### config.mk
export PLATFORM = sky130hd
export DESIGN_NAME = hub75_fb_arbiter
export DESIGN_NICKNAME = d
export VERILOG_FILES = /design/src/rtl/hub75_fb_pkg.sv /design/src/rtl/hub75_fb_bufsel.sv /design/src/rtl/hub75_fb_arbiter.sv
export SDC_FILE = /design/constraint.sdc
export NUM_CORES = 1
export LEC_CHECK = 0
export ABC_AREA = 1
export ABC_CLOCK_PERIOD_IN_PS = 1700
export CAP_MARGIN = 20
export CORE_MARGIN = 2
export CORE_UTILIZATION = 31
export CTS_CLUSTER_SIZE = 14
export DETAILED_ROUTE_END_ITERATION = 8
export HOLD_SLACK_MARGIN = 0.12
export PLACE_DENSITY = 0.87
export SYNTH_ARGS = -nofsm -noshare
export SYNTH_HDL_FRONTEND = slang
export SYNTH_SLANG_ARGS = --single-unit
### constraint.sdc
create_clock -name clk -period 1.7 [get_ports clk]
set_clock_uncertainty 0.15 [all_clocks]
set_input_delay 0.34 -clock clk [delete_from_list [all_inputs] [get_ports clk]]
set_output_delay 0.34 -clock clk [all_outputs]
set_load 0.01 [all_outputs]
### src/rtl/hub75_fb_pkg.sv
// hub75_fb_pkg: shared definitions for the HUB75 framebuffer arbiter.
//  - arbiter FSM state encoding (fb_state_e)
//  - buffer count and buffer index width (BUF_W)
// Build option: HUB75_FB_TRIPLE_BUF_EN selects three buffers (two-bit index).
package hub75_fb_pkg;

`ifdef HUB75_FB_TRIPLE_BUF_EN
   localparam int unsigned NUM_BUFS = 3;
`else
   localparam int unsigned NUM_BUFS = 2;
`endif

   // Index width needed to name one of n buffers (n is 2 or 3).
   function automatic int unsigned buf_idx_w(input int unsigned n);
      return (n > 2) ? 2 : 1;
   endfunction

   localparam int unsigned BUF_W = buf_idx_w(NUM_BUFS);

   typedef enum logic [2:0] {
      ST_IDLE_WR = 3'd0,
      ST_IDLE_RD = 3'd1,
      ST_WI_BOOT = 3'd2,
      ST_WI_RUN  = 3'd3,
      ST_RO_BOOT = 3'd4,
      ST_RO_RUN  = 3'd5
   } fb_state_e;

endpackage

### src/rtl/hub75_fb_bufsel.sv
// hub75_fb_bufsel: framebuffer index bookkeeping.
//  Holds front/back (and spare/fresh in triple mode) buffer indices plus the
//  pending-swap flag. A requested swap is applied on a cycle where the
//  arbiter reports swap_ok; swap_done pulses the cycle after.
// Ports:
//  clk, rst          clock, synchronous active-high reset
//  frame_swap        writer finished a frame (pulse)
//  swap_ok           arbiter is idle, no write landing, no grant this cycle
//  ro_frame_start    display frame start (triple mode only)
//  ro_busy           reader owns the memory (triple mode only)
//  front, back       current buffer indices
//  swap_done         pulse: indices were updated
// Build option: HUB75_FB_TRIPLE_BUF_EN enables the spare buffer.
module hub75_fb_bufsel
   import hub75_fb_pkg::*;
(
   input  logic             clk,
   input  logic             rst,
   input  logic             frame_swap,
   input  logic             swap_ok,
`ifdef HUB75_FB_TRIPLE_BUF_EN
   input  logic             ro_frame_start,
   input  logic             ro_busy,
`endif
   output logic [BUF_W-1:0] front,
   output logic [BUF_W-1:0] back,
   output logic             swap_done
);

   logic [BUF_W-1:0] front_q, front_d;
   logic [BUF_W-1:0] back_q, back_d;
   logic             swap_pend_q, swap_pend_d;
   logic             swap_done_q, swap_done_d;
   logic             apply;
`ifdef HUB75_FB_TRIPLE_BUF_EN
   logic [BUF_W-1:0] spare_q, spare_d;
   logic             fresh_q, fresh_d;
`endif

   assign apply = swap_pend_q & swap_ok;

   // Next-state for indices and swap handshake.
   always_comb begin
      front_d     = front_q;
      back_d      = back_q;
      swap_done_d = apply;
      // A new request arriving while one is applied stays pending.
      swap_pend_d = frame_swap | (swap_pend_q & ~apply);
`ifdef HUB75_FB_TRIPLE_BUF_EN
      spare_d = spare_q;
      fresh_d = fresh_q;
      if (apply) begin
         back_d  = spare_q;
         spare_d = back_q;
         fresh_d = 1'b1;
      end
      // Promote the newest complete frame only between display bursts.
      if (ro_frame_start && fresh_d && !ro_busy) begin
         front_d = spare_d;
         spare_d = front_q;
         fresh_d = 1'b0;
      end
`else
      if (apply) begin
         front_d = back_q;
         back_d  = front_q;
      end
`endif
   end

   always_ff @(posedge clk) begin
      if (rst) begin
         front_q     <= BUF_W'(0);
         back_q      <= BUF_W'(1);
         swap_pend_q <= 1'b0;
         swap_done_q <= 1'b0;
`ifdef HUB75_FB_TRIPLE_BUF_EN
         spare_q     <= BUF_W'(2);
         fresh_q     <= 1'b0;
`endif
      end else begin
         front_q     <= front_d;
         back_q      <= back_d;
         swap_pend_q <= swap_pend_d;
         swap_done_q <= swap_done_d;
`ifdef HUB75_FB_TRIPLE_BUF_EN
         spare_q     <= spare_d;
         fresh_q     <= fresh_d;
`endif
      end
   end

   assign front     = front_q;
   assign back      = back_q;
   assign swap_done = swap_done_q;

endmodule

### src/rtl/hub75_fb_arbiter.sv
// hub75_fb_arbiter: framebuffer memory controller for the HUB75 pipeline.
//  Alternating-priority arbitration of write-in and read-out row bursts,
//  watchdog abort of stuck bursts, frame swaps deferred to idle windows,
//  and the combinational memory port mux.
// Ports:
//  clk, rst                        clock, synchronous active-high reset
//  wi_pending/wi_done              write-in burst request / completion
//  wi_boot/wi_active               write-in grant: boot cycle / run phase
//  wi_addr/wi_data/wi_wren         write-in memory access
//  ro_pending/ro_done              read-out burst request / completion
//  ro_boot/ro_active               read-out grant: boot cycle / run phase
//  ro_addr/ro_data                 read-out access (ro_data = mem_do)
//  ro_frame_start                  display frame start (triple mode only)
//  frame_swap/swap_done            swap request pulse / swap applied pulse
//  wd_err                          sticky watchdog abort flag
//  mem_addr/mem_di/mem_do/mem_wren/mem_mask   external memory port
// Build option: HUB75_FB_TRIPLE_BUF_EN enables triple buffering.
module hub75_fb_arbiter
   import hub75_fb_pkg::*;
#(
   parameter int unsigned ADDR_W  = 13,
   parameter int unsigned DATA_W  = 16,
   parameter int unsigned MASK_W  = 4,
   parameter int unsigned MAX_RUN = 1024
) (
   input  logic                    clk,
   input  logic                    rst,
   input  logic                    wi_pending,
   input  logic                    wi_done,
   output logic                    wi_boot,
   output logic                    wi_active,
   input  logic [ADDR_W-1:0]       wi_addr,
   input  logic [DATA_W-1:0]       wi_data,
   input  logic                    wi_wren,
   input  logic                    ro_pending,
   input  logic                    ro_done,
   output logic                    ro_boot,
   output logic                    ro_active,
   input  logic [ADDR_W-1:0]       ro_addr,
   output logic [DATA_W-1:0]       ro_data,
   input  logic                    ro_frame_start,
   input  logic                    frame_swap,
   output logic                    swap_done,
   output logic                    wd_err,
   output logic [BUF_W+ADDR_W-1:0] mem_addr,
   output logic [DATA_W-1:0]       mem_di,
   input  logic [DATA_W-1:0]       mem_do,
   output logic                    mem_wren,
   output logic [MASK_W-1:0]       mem_mask
);

   localparam int unsigned CNT_W = $clog2(MAX_RUN);

   fb_state_e        state_q, state_d;
   logic [CNT_W-1:0] run_cnt_q, run_cnt_d;
   logic             wd_err_q, wd_err_d;
   logic             wi_boot_q, wi_boot_d, wi_active_q, wi_active_d;
   logic             ro_boot_q, ro_boot_d, ro_active_q, ro_active_d;
   logic             run_last, idle, swap_ok, ro_busy;
   logic [BUF_W-1:0] front, back;

   assign run_last = (run_cnt_q == CNT_W'(MAX_RUN - 1));
   assign idle     = (state_q == ST_IDLE_WR) || (state_q == ST_IDLE_RD);
   assign ro_busy  = (state_q == ST_RO_BOOT) || (state_q == ST_RO_RUN);
   // Swap only when idle, no straggling write, and no grant taken this cycle.
   assign swap_ok  = idle && !wi_wren && (state_d == state_q);

   // Arbitration FSM: the idle state remembers whose turn it is.
   always_comb begin
      state_d   = state_q;
      run_cnt_d = run_cnt_q;
      wd_err_d  = wd_err_q;
      case (state_q)
         ST_IDLE_WR: begin
            if (wi_pending)      state_d = ST_WI_BOOT;
            else if (ro_pending) state_d = ST_RO_BOOT;
         end
         ST_IDLE_RD: begin
            if (ro_pending)      state_d = ST_RO_BOOT;
            else if (wi_pending) state_d = ST_WI_BOOT;
         end
         ST_WI_BOOT: begin
            state_d   = ST_WI_RUN;
            run_cnt_d = '0;
         end
         ST_WI_RUN: begin
            if (wi_done) begin
               state_d = ST_IDLE_RD;
            end else if (run_last) begin
               state_d  = ST_IDLE_RD;
               wd_err_d = 1'b1;
            end else begin
               run_cnt_d = run_cnt_q + CNT_W'(1);
            end
         end
         ST_RO_BOOT: begin
            state_d   = ST_RO_RUN;
            run_cnt_d = '0;
         end
         ST_RO_RUN: begin
            if (ro_done) begin
               state_d = ST_IDLE_WR;
            end else if (run_last) begin
               state_d  = ST_IDLE_WR;
               wd_err_d = 1'b1;
            end else begin
               run_cnt_d = run_cnt_q + CNT_W'(1);
            end
         end
         default: state_d = ST_IDLE_WR;
      endcase
      wi_boot_d   = (state_d == ST_WI_BOOT);
      wi_active_d = (state_d == ST_WI_RUN);
      ro_boot_d   = (state_d == ST_RO_BOOT);
      ro_active_d = (state_d == ST_RO_RUN);
   end

   always_ff @(posedge clk) begin
      if (rst) begin
         state_q     <= ST_IDLE_WR;
         run_cnt_q   <= '0;
         wd_err_q    <= 1'b0;
         wi_boot_q   <= 1'b0;
         wi_active_q <= 1'b0;
         ro_boot_q   <= 1'b0;
         ro_active_q <= 1'b0;
      end else begin
         state_q     <= state_d;
         run_cnt_q   <= run_cnt_d;
         wd_err_q    <= wd_err_d;
         wi_boot_q   <= wi_boot_d;
         wi_active_q <= wi_active_d;
         ro_boot_q   <= ro_boot_d;
         ro_active_q <= ro_active_d;
      end
   end

   hub75_fb_bufsel u_bufsel (
      .clk            (clk),
      .rst            (rst),
      .frame_swap     (frame_swap),
      .swap_ok        (swap_ok),
`ifdef HUB75_FB_TRIPLE_BUF_EN
      .ro_frame_start (ro_frame_start),
      .ro_busy        (ro_busy),
`endif
      .front          (front),
      .back           (back),
      .swap_done      (swap_done)
   );

`ifndef HUB75_FB_TRIPLE_BUF_EN
   // Double buffering has no use for the display frame marker.
   logic unused_ok;
   assign unused_ok = ro_frame_start ^ ro_busy;
`endif

   // Memory mux: a landing write wins even after the writer left its run phase.
   assign mem_addr = wi_wren ? {back, wi_addr} : {front, ro_addr};
   assign mem_wren = wi_wren;
   assign mem_di   = wi_data;
   assign mem_mask = {MASK_W{1'b1}};
   assign ro_data  = mem_do;

   assign wi_boot   = wi_boot_q;
   assign wi_active = wi_active_q;
   assign ro_boot   = ro_boot_q;
   assign ro_active = ro_active_q;
   assign wd_err    = wd_err_q;

endmodule
==> out/results.tsv, run 1 <==
metric	value	unit
status	finished, final reports clean	
initial antenna violation count	0	
flops & latches, synth	22	
fin crit period	1.66	ns
DR WL/cell	10.8	um
H-tree depth	1	
Pwr per Cell Area	977	mW/mm2
kind of cell adding the most delay to the critical path	buffers and inverters	
die width	77.7	um
Hold Vio Cnt, Final	0	
Initial Utilization	32.5	%
antenna-violating nets left	0	
Die ar.	0.00603	mm2
Max Cap Viol	0	
Final Cycle Share	97.7	%
Area Overhead vs Synth	34.3	%
clock tree buffer depth	2	
fmax	602	MHz
Place WS	-0.549	ns
most frequent CP cell	nand2_1	
# DRC	0	
n_diodes	0	
post-route setup slack	0.0387	ns
fraction of layout cells with a size suffix above 1	19.3	%
Worst Path Required	1.21	ns
drt total wl	4020	um
first-pass GRT wire length	6880	um
CP cell instances	clkdlybuf4s50_1 -> nand2_1 -> nand2_1 -> dlygate4sd2_1	
CP Capture Type	output port	
clock sink total	22	
Hold WS	0.315	ns
Post-Syn Area per Cell	6.35	um2
1st-iter DRT viols	115	
Max IR drop VDD	519	uV
sequential power share	30.8	%
core area	0.00517	mm2
Pleak	1.03	nW
CTS clk-pin slew, worst paths	0.08	ns
switch share	39.3	%
Pre-antenna DRT Iters	4	
post-synthesis cell count	265	
worst-path fanout max	1	
total CTS buffers	3	
proportion of power drawn by the clock network	22.2	%
library cells used by synthesis	26	
crit-path max cell delay	0.46	ns
routability cong.	0.840	
synthesized area	0.00168	mm2
Buffers & Inverters on Critical Path	2	
nets	370	
later-pin clock latency in the skew report	0.27	ns
I/O pin count	124	
# port buffers	54	
Hold Crit Class	reg -> reg	
number of core rows	26	
Via density	4.72	
Worst setup SP type	input port	
Seq/Total Area, Yosys	26.2	%
grt total ovfl	0	
cell internal pwr	1.34	mW
CTS root buf	clkbuf_8	
cts hold-fix bufs	0	
final setup fails	0	
CTS tree	yes	
via count	1752	
DP Wirelength	3110	um
final max-slew violation count	0	
crit path DAT	1.17	ns
vias in the first global route	1680	
Crit Path Class	in -> out	
CP max stage cell	clkdlybuf4s50_1	
NetSw	0.867	mW
GRT Overall Usage	13.8	%
Yosys warnings	0	
Comb power frac	47.0	%
die height	77.7	um
pin count of the biggest net entering global routing	20	
cell families (layout without fill, tap and decap cells):
kind of cell             after synthesis  count (layout)  share of synthesized area [%]
XOR/XNOR                               4               4                           2.08
AND/OR/NAND/NOR                      149             150                           40.9
buffers and inverters                 66              98                           23.0
adder cells (fa/ha/maj)                1               1                          0.744
other                                  1               4                          0.223
AO/OA/AOI/OAI                         22              22                           6.85
flip-flops                            22              22                           26.2
worst register-to-register path, cell delays in order (launching register included):
cell	delay, ns
dfxtp_2	0.36
ha_4	0.17
nand2_1	0.09
nor2_4	0.12
nand3_4	0.10
nor2_8	0.13
inv_2	0.06
nand2_4	0.12
nor2_1	0.07
nor2_1	0.08
nor2_1	0.04
cell usage in the layout (no fill, tap or decap), drive strengths merged:
cell type,n
nand2,89
clkdlybuf4s50,37
nor2,32
inv,25
dfxtp,22
nand3,18
a21oi,17
buf,16
nand4,8
clkbuf,8
dlygate4sd2,7
conb,4
o21ai,3
xor2,3
clkdlybuf4s15,3
nor2b,1
a21boi,1
nor3,1
xnor2,1
o21bai,1
nor3b,1
ha,1
bufinv,1
dlymetal6s2s,1
layer usage:
layer,part of all wire [%],track usage (%),vias up
li1,-,-,865
met1,37,13.6,799
met2,54,26.6,84
met3,8.2,4.65,4
met4,0.77,4.11,0
met5,0,0,-
sequential cells by signal, indices dropped and copies added (netlist names):
register,cells
ro_active,1
ro_boot,1
run_cnt_q,10
state_q,3
u_bufsel.back,1
u_bufsel.front,1
u_bufsel.swap_done,1
u_bufsel.swap_pend_q,1
wd_err,1
wi_active,1
wi_boot,1
timing repair:
item	4_1_cts	5_1_grt
gates cloned	1	1
gates resized for setup	27	32
endpoints found under the setup margin	16	26
pin swaps	0	6
buffers inserted	2	1
final cells by class:
| class | instances | area [um2] |
|---|---|---|
| repair buffers | 69 | 622 |
| inverters | 25 | 93.8 |
| multi-input cells | 181 | 936 |
| clock inverters | 1 | 30.0 |
| clock buffers | 3 | 41.3 |
| fillers | 519 | 2910 |
| flip-flops and latches | 22 | 448 |
| well taps | 70 | 87.6 |
synthesized netlist by cell type:
cell | number | area [um2]
xor2_1 | 3 | 26.3
inv_1 | 21 | 78.8
nor3_1 | 1 | 5.00
nand4_1 | 8 | 50.1
nor2_1 | 27 | 101
nor2_4 | 1 | 11.3
inv_2 | 4 | 15.0
nand2_1 | 87 | 327
a21boi_0 | 1 | 7.51
o21ai_0 | 3 | 15.0
a21oi_1 | 17 | 85.1
o21bai_1 | 1 | 7.51
dfxtp_1 | 22 | 440
ha_1 | 1 | 12.5
nand2_4 | 2 | 22.5
nand3_1 | 14 | 70.1
nand3_4 | 1 | 17.5
nor2_8 | 1 | 20.0
buf_4 | 37 | 278
nor2_2 | 2 | 12.5
clkbuf_1 | 4 | 15.0
nor2b_4 | 1 | 13.8
nor3b_1 | 1 | 7.51
nand3_2 | 3 | 30.0
xnor2_1 | 1 | 8.76
conb_1 | 1 | 3.75
worst paths after layout:
check                                     to                  startpoint  cells after the start  slack [ns]
setup / recovery                 mem_addr[8]                  wi_addr[8]                      4        0.04
hold / removal    u_bufsel.back$_SDFFE_PP1P_  u_bufsel.back$_SDFFE_PP1P_                      2        0.32
setup reg to reg   run_cnt_q[9]$_SDFFE_PP0P_   run_cnt_q[1]$_SDFFE_PP0P_                     10        0.13
hold reg to reg   u_bufsel.back$_SDFFE_PP1P_  u_bufsel.back$_SDFFE_PP1P_                      2        0.32
power by group through the flow:
| stage | sequential [mW] | clock, mW | combinational (mW) |
|---|---|---|---|
| 6_report | 0.680 | 0.489 | 1.04 |
| 5_1_grt | 0.690 | 0.515 | 1.16 |
| 4_1_cts | 0.665 | 0.496 | 1.00 |
| 3_5_place_dp | 0.678 | 0 | 1.01 |
| 3_3_place_gp | 0.675 | 0 | 0.990 |
| 2_1_floorplan | 0.680 | 0 | 0.698 |
metrics by stage:
step / instances / instance area (um2) / total power, mW / setup TNS (ns) / utilization, %
final: 371 / 2260 / 2.21 / 0 / 43.7
after global routing: 371 / 2260 / 2.37 / -0.000256 / 43.7
after CTS: 369 / 2190 / 2.16 / 0 / 42.4
after detailed placement: 362 / 2110 / 1.69 / -8.54 / 40.8
after global placement: 362 / 2110 / 1.66 / -7.91 / 40.8
after floorplan: 268 / 1690 / 1.38 / 0 / -
Note: power is estimated with default switching activity, not from simulation.
==> run 2, diff against run 1 <==
--- a/config.mk
+++ b/config.mk
@@ -8,10 +8,10 @@
 export ABC_AREA = 1
 export ABC_CLOCK_PERIOD_IN_PS = 1700
 export CAP_MARGIN = 20
-export CORE_MARGIN = 2
 export CORE_UTILIZATION = 31
 export CTS_CLUSTER_SIZE = 14
 export DETAILED_ROUTE_END_ITERATION = 8
+export GPL_ROUTABILITY_DRIVEN = 0
 export HOLD_SLACK_MARGIN = 0.12
 export PLACE_DENSITY = 0.87
 export SYNTH_ARGS = -nofsm -noshare
==> run 2 against run 1 <==
Setup slack better by 0.022 ns. Sequential cell count stayed put. Die area is 5.1% lower. Via count is 3.2% lower. Maximum frequency is 1.3% higher. Critical path type unchanged. Largest power group unchanged.
==> out/results.tsv, run 2 (synthesis gave the netlist of run 1 again) <==
metric	value	unit
largest register by flop count	run_cnt_q	
multi-input logic area	903	um2
I/O pin count	124	
fin crit period	1.64	ns
WL met2	2000	um
Buffers & Inverters on Critical Path	4	
Pwr per Cell Area	994	mW/mm2
GRT Overall Usage	14.1	%
status	finished, final reports clean	
CP cell instances	dlygate4sd2_1 -> buf_6 -> buf_4 -> nand2_1 -> nand2_1 -> buf_2	
Initial Utilization	32.5	%
cell internal pwr	1.32	mW
antenna-violating nets left	0	
HP Start	u_bufsel.back$_SDFFE_PP1P_	
die height	75.7	um
total CTS buffers	3	
most frequent cells in the layout	nand2_1, clkdlybuf4s50_1, nor2_1	
fmax	610	MHz
Comb power frac	46.5	%
Die ar.	0.00572	mm2
switch share	39.6	%
Crit Path Class	in -> out	
first-pass GRT wire length	6210	um
final setup fails	0	
CP max stage cell	dlygate4sd2_1	
NetSw	0.863	mW
placed inst area	0.00211	mm2
non-filler instance count after layout	366	
Pleak	0.992	nW
drt total wl	3860	um
register-to-register setup slack	0.09	ns
Final Cell Area	0.00219	mm2
grt total ovfl	0	
proportion of power drawn by the clock network	22.3	%
sequential power share	31.2	%
fraction of layout cells with a size suffix above 1	18.2	%
DP Wirelength	2990	um
Reg-to-Reg End	run_cnt_q[9]$_SDFFE_PP0P_	
# port buffers	54	
max reg flops	10	
top flop regs	run_cnt_q x10, state_q x3	
Hold Crit Class	reg -> reg	
vias in the first global route	1550	
Register Area	447	um2
CTS root buf	clkbuf_8	
Final Cycle Share	96.4	%
Hold Vio Cnt, Final	0	
cts hold-fix bufs	0	
most frequent CP cell	nand2_1	
1st-iter DRT viols	56	
final max-slew violation count	0	
Setup TNS Final	0	ns
# DRC	0	
core area	0.00517	mm2
initial antenna violation count	0	
uppermost layer routed	met4	
Max Cap Viol	0	
Worst Path Required	1.21	ns
die width	75.7	um
H-tree depth	1	
Via density	4.63	
FF-to-FF path depth	7	
pin count of the biggest net entering global routing	20	
clock tree buffer depth	2	
via count	1696	
CTS tree	yes	
number of core rows	26	
worst hold path cell count	2	
reg2reg start	state_q[1]$_SDFF_PP0_	
later-pin clock latency in the skew report	0.26	ns
nets	365	
DR WL/cell	10.5	um
Area Overhead vs Synth	30.4	%
Pre-antenna DRT Iters	4	
Placed Instances	360	
n_diodes	0	
Worst setup SP type	input port	
most common cell after layout, fill and taps aside	nand2_1	
Hold EP	u_bufsel.back$_SDFFE_PP1P_	
kind of cell adding the most delay to the critical path	buffers and inverters	
FILL cells	538	
clock sink total	22	
CP Capture Type	output port	
crit-path max cell delay	0.26	ns
crit path DAT	1.15	ns
CTS clk-pin slew, worst paths	0.08	ns
worst-path fanout max	9	
Max IR drop VDD	617	uV
M1 wire length	1510	um
met3 WL post-DR	284	um
Pwr Total	2.18	mW
run 2: per-layer routing:
metal	global-route usage, %	vias to the layer above
met4	4.73	0
met3	3.44	8
met1	14.4	764
met5	0	-
li1	-	852
met2	28.0	72
run 2: area by class of cell:
class / instances / area share (%)
clock buffers: 3 / 1.88
clock inverters: 1 / 1.37
inverters: 25 / 4.28
multi-input cells: 180 / 41.2
flip-flops and latches: 22 / 20.4
well taps: 70 / 4.00
repair buffers: 65 / 26.9
run 2: what timing repair did:
| action | 4_1_cts | 5_1_grt |
|---|---|---|
| setup endpoints to repair | 18 | 19 |
| setup buffers | 1 | 1 |
| endpoints found under the hold margin | 0 | 0 |
| resized for setup | 49 | 19 |
| pin swaps | 0 | 4 |
run 2: worst max-delay path by stage:
| stage | from | end | slack, ns | depth (start not counted) |
|---|---|---|---|---|
| finish | wi_wren | mem_addr[12] | 0.06 | 6 |
| global route | run_cnt_q[1]$_SDFFE_PP0P_ | u_bufsel.back$_SDFFE_PP1P_ | -0.009 | 10 |
| CTS | wi_wren | mem_addr[13] | 0.002 | 5 |
| detailed placement | wi_wren | mem_addr[13] | -0.54 | 5 |
| global placement | wi_wren | mem_addr[13] | -0.54 | 5 |
| floorplan | run_cnt_q[0]$_SDFFE_PP0P_ | u_bufsel.back$_SDFFE_PP1P_ | 0.05 | 10 |
run 2: power by group through the flow:
stage	clock network, mW	logic [mW]	registers (mW)
after floorplan	0	0.698	0.680
after global placement	0	0.986	0.674
after detailed placement	0	1.01	0.678
after CTS	0.496	0.992	0.666
after global routing	0.515	1.13	0.689
final	0.485	1.01	0.681
run 2: through the flow:
stage / setup slack, ns / util [%] / hold WS, ns
6_report: 0.0607 / 42.4 / 0.334
5_1_grt: -0.00914 / 42.4 / 0.367
4_1_cts: 0.00229 / 41.5 / 0.339
3_5_place_dp: -0.542 / 40.8 / 0.316
3_3_place_gp: -0.539 / 40.8 / 0.291
2_1_floorplan: 0.0514 / - / 0.279
run 2: worst register-to-register path: stages (launching register included):
cell and delay (ns):
dfxtp_1 0.46, nand3_2 0.19, nand2_4 0.19, nor2_8 0.06, nor2_4 0.23, nor2_1 0.07
nor2_1 0.11, nor2_1 0.04
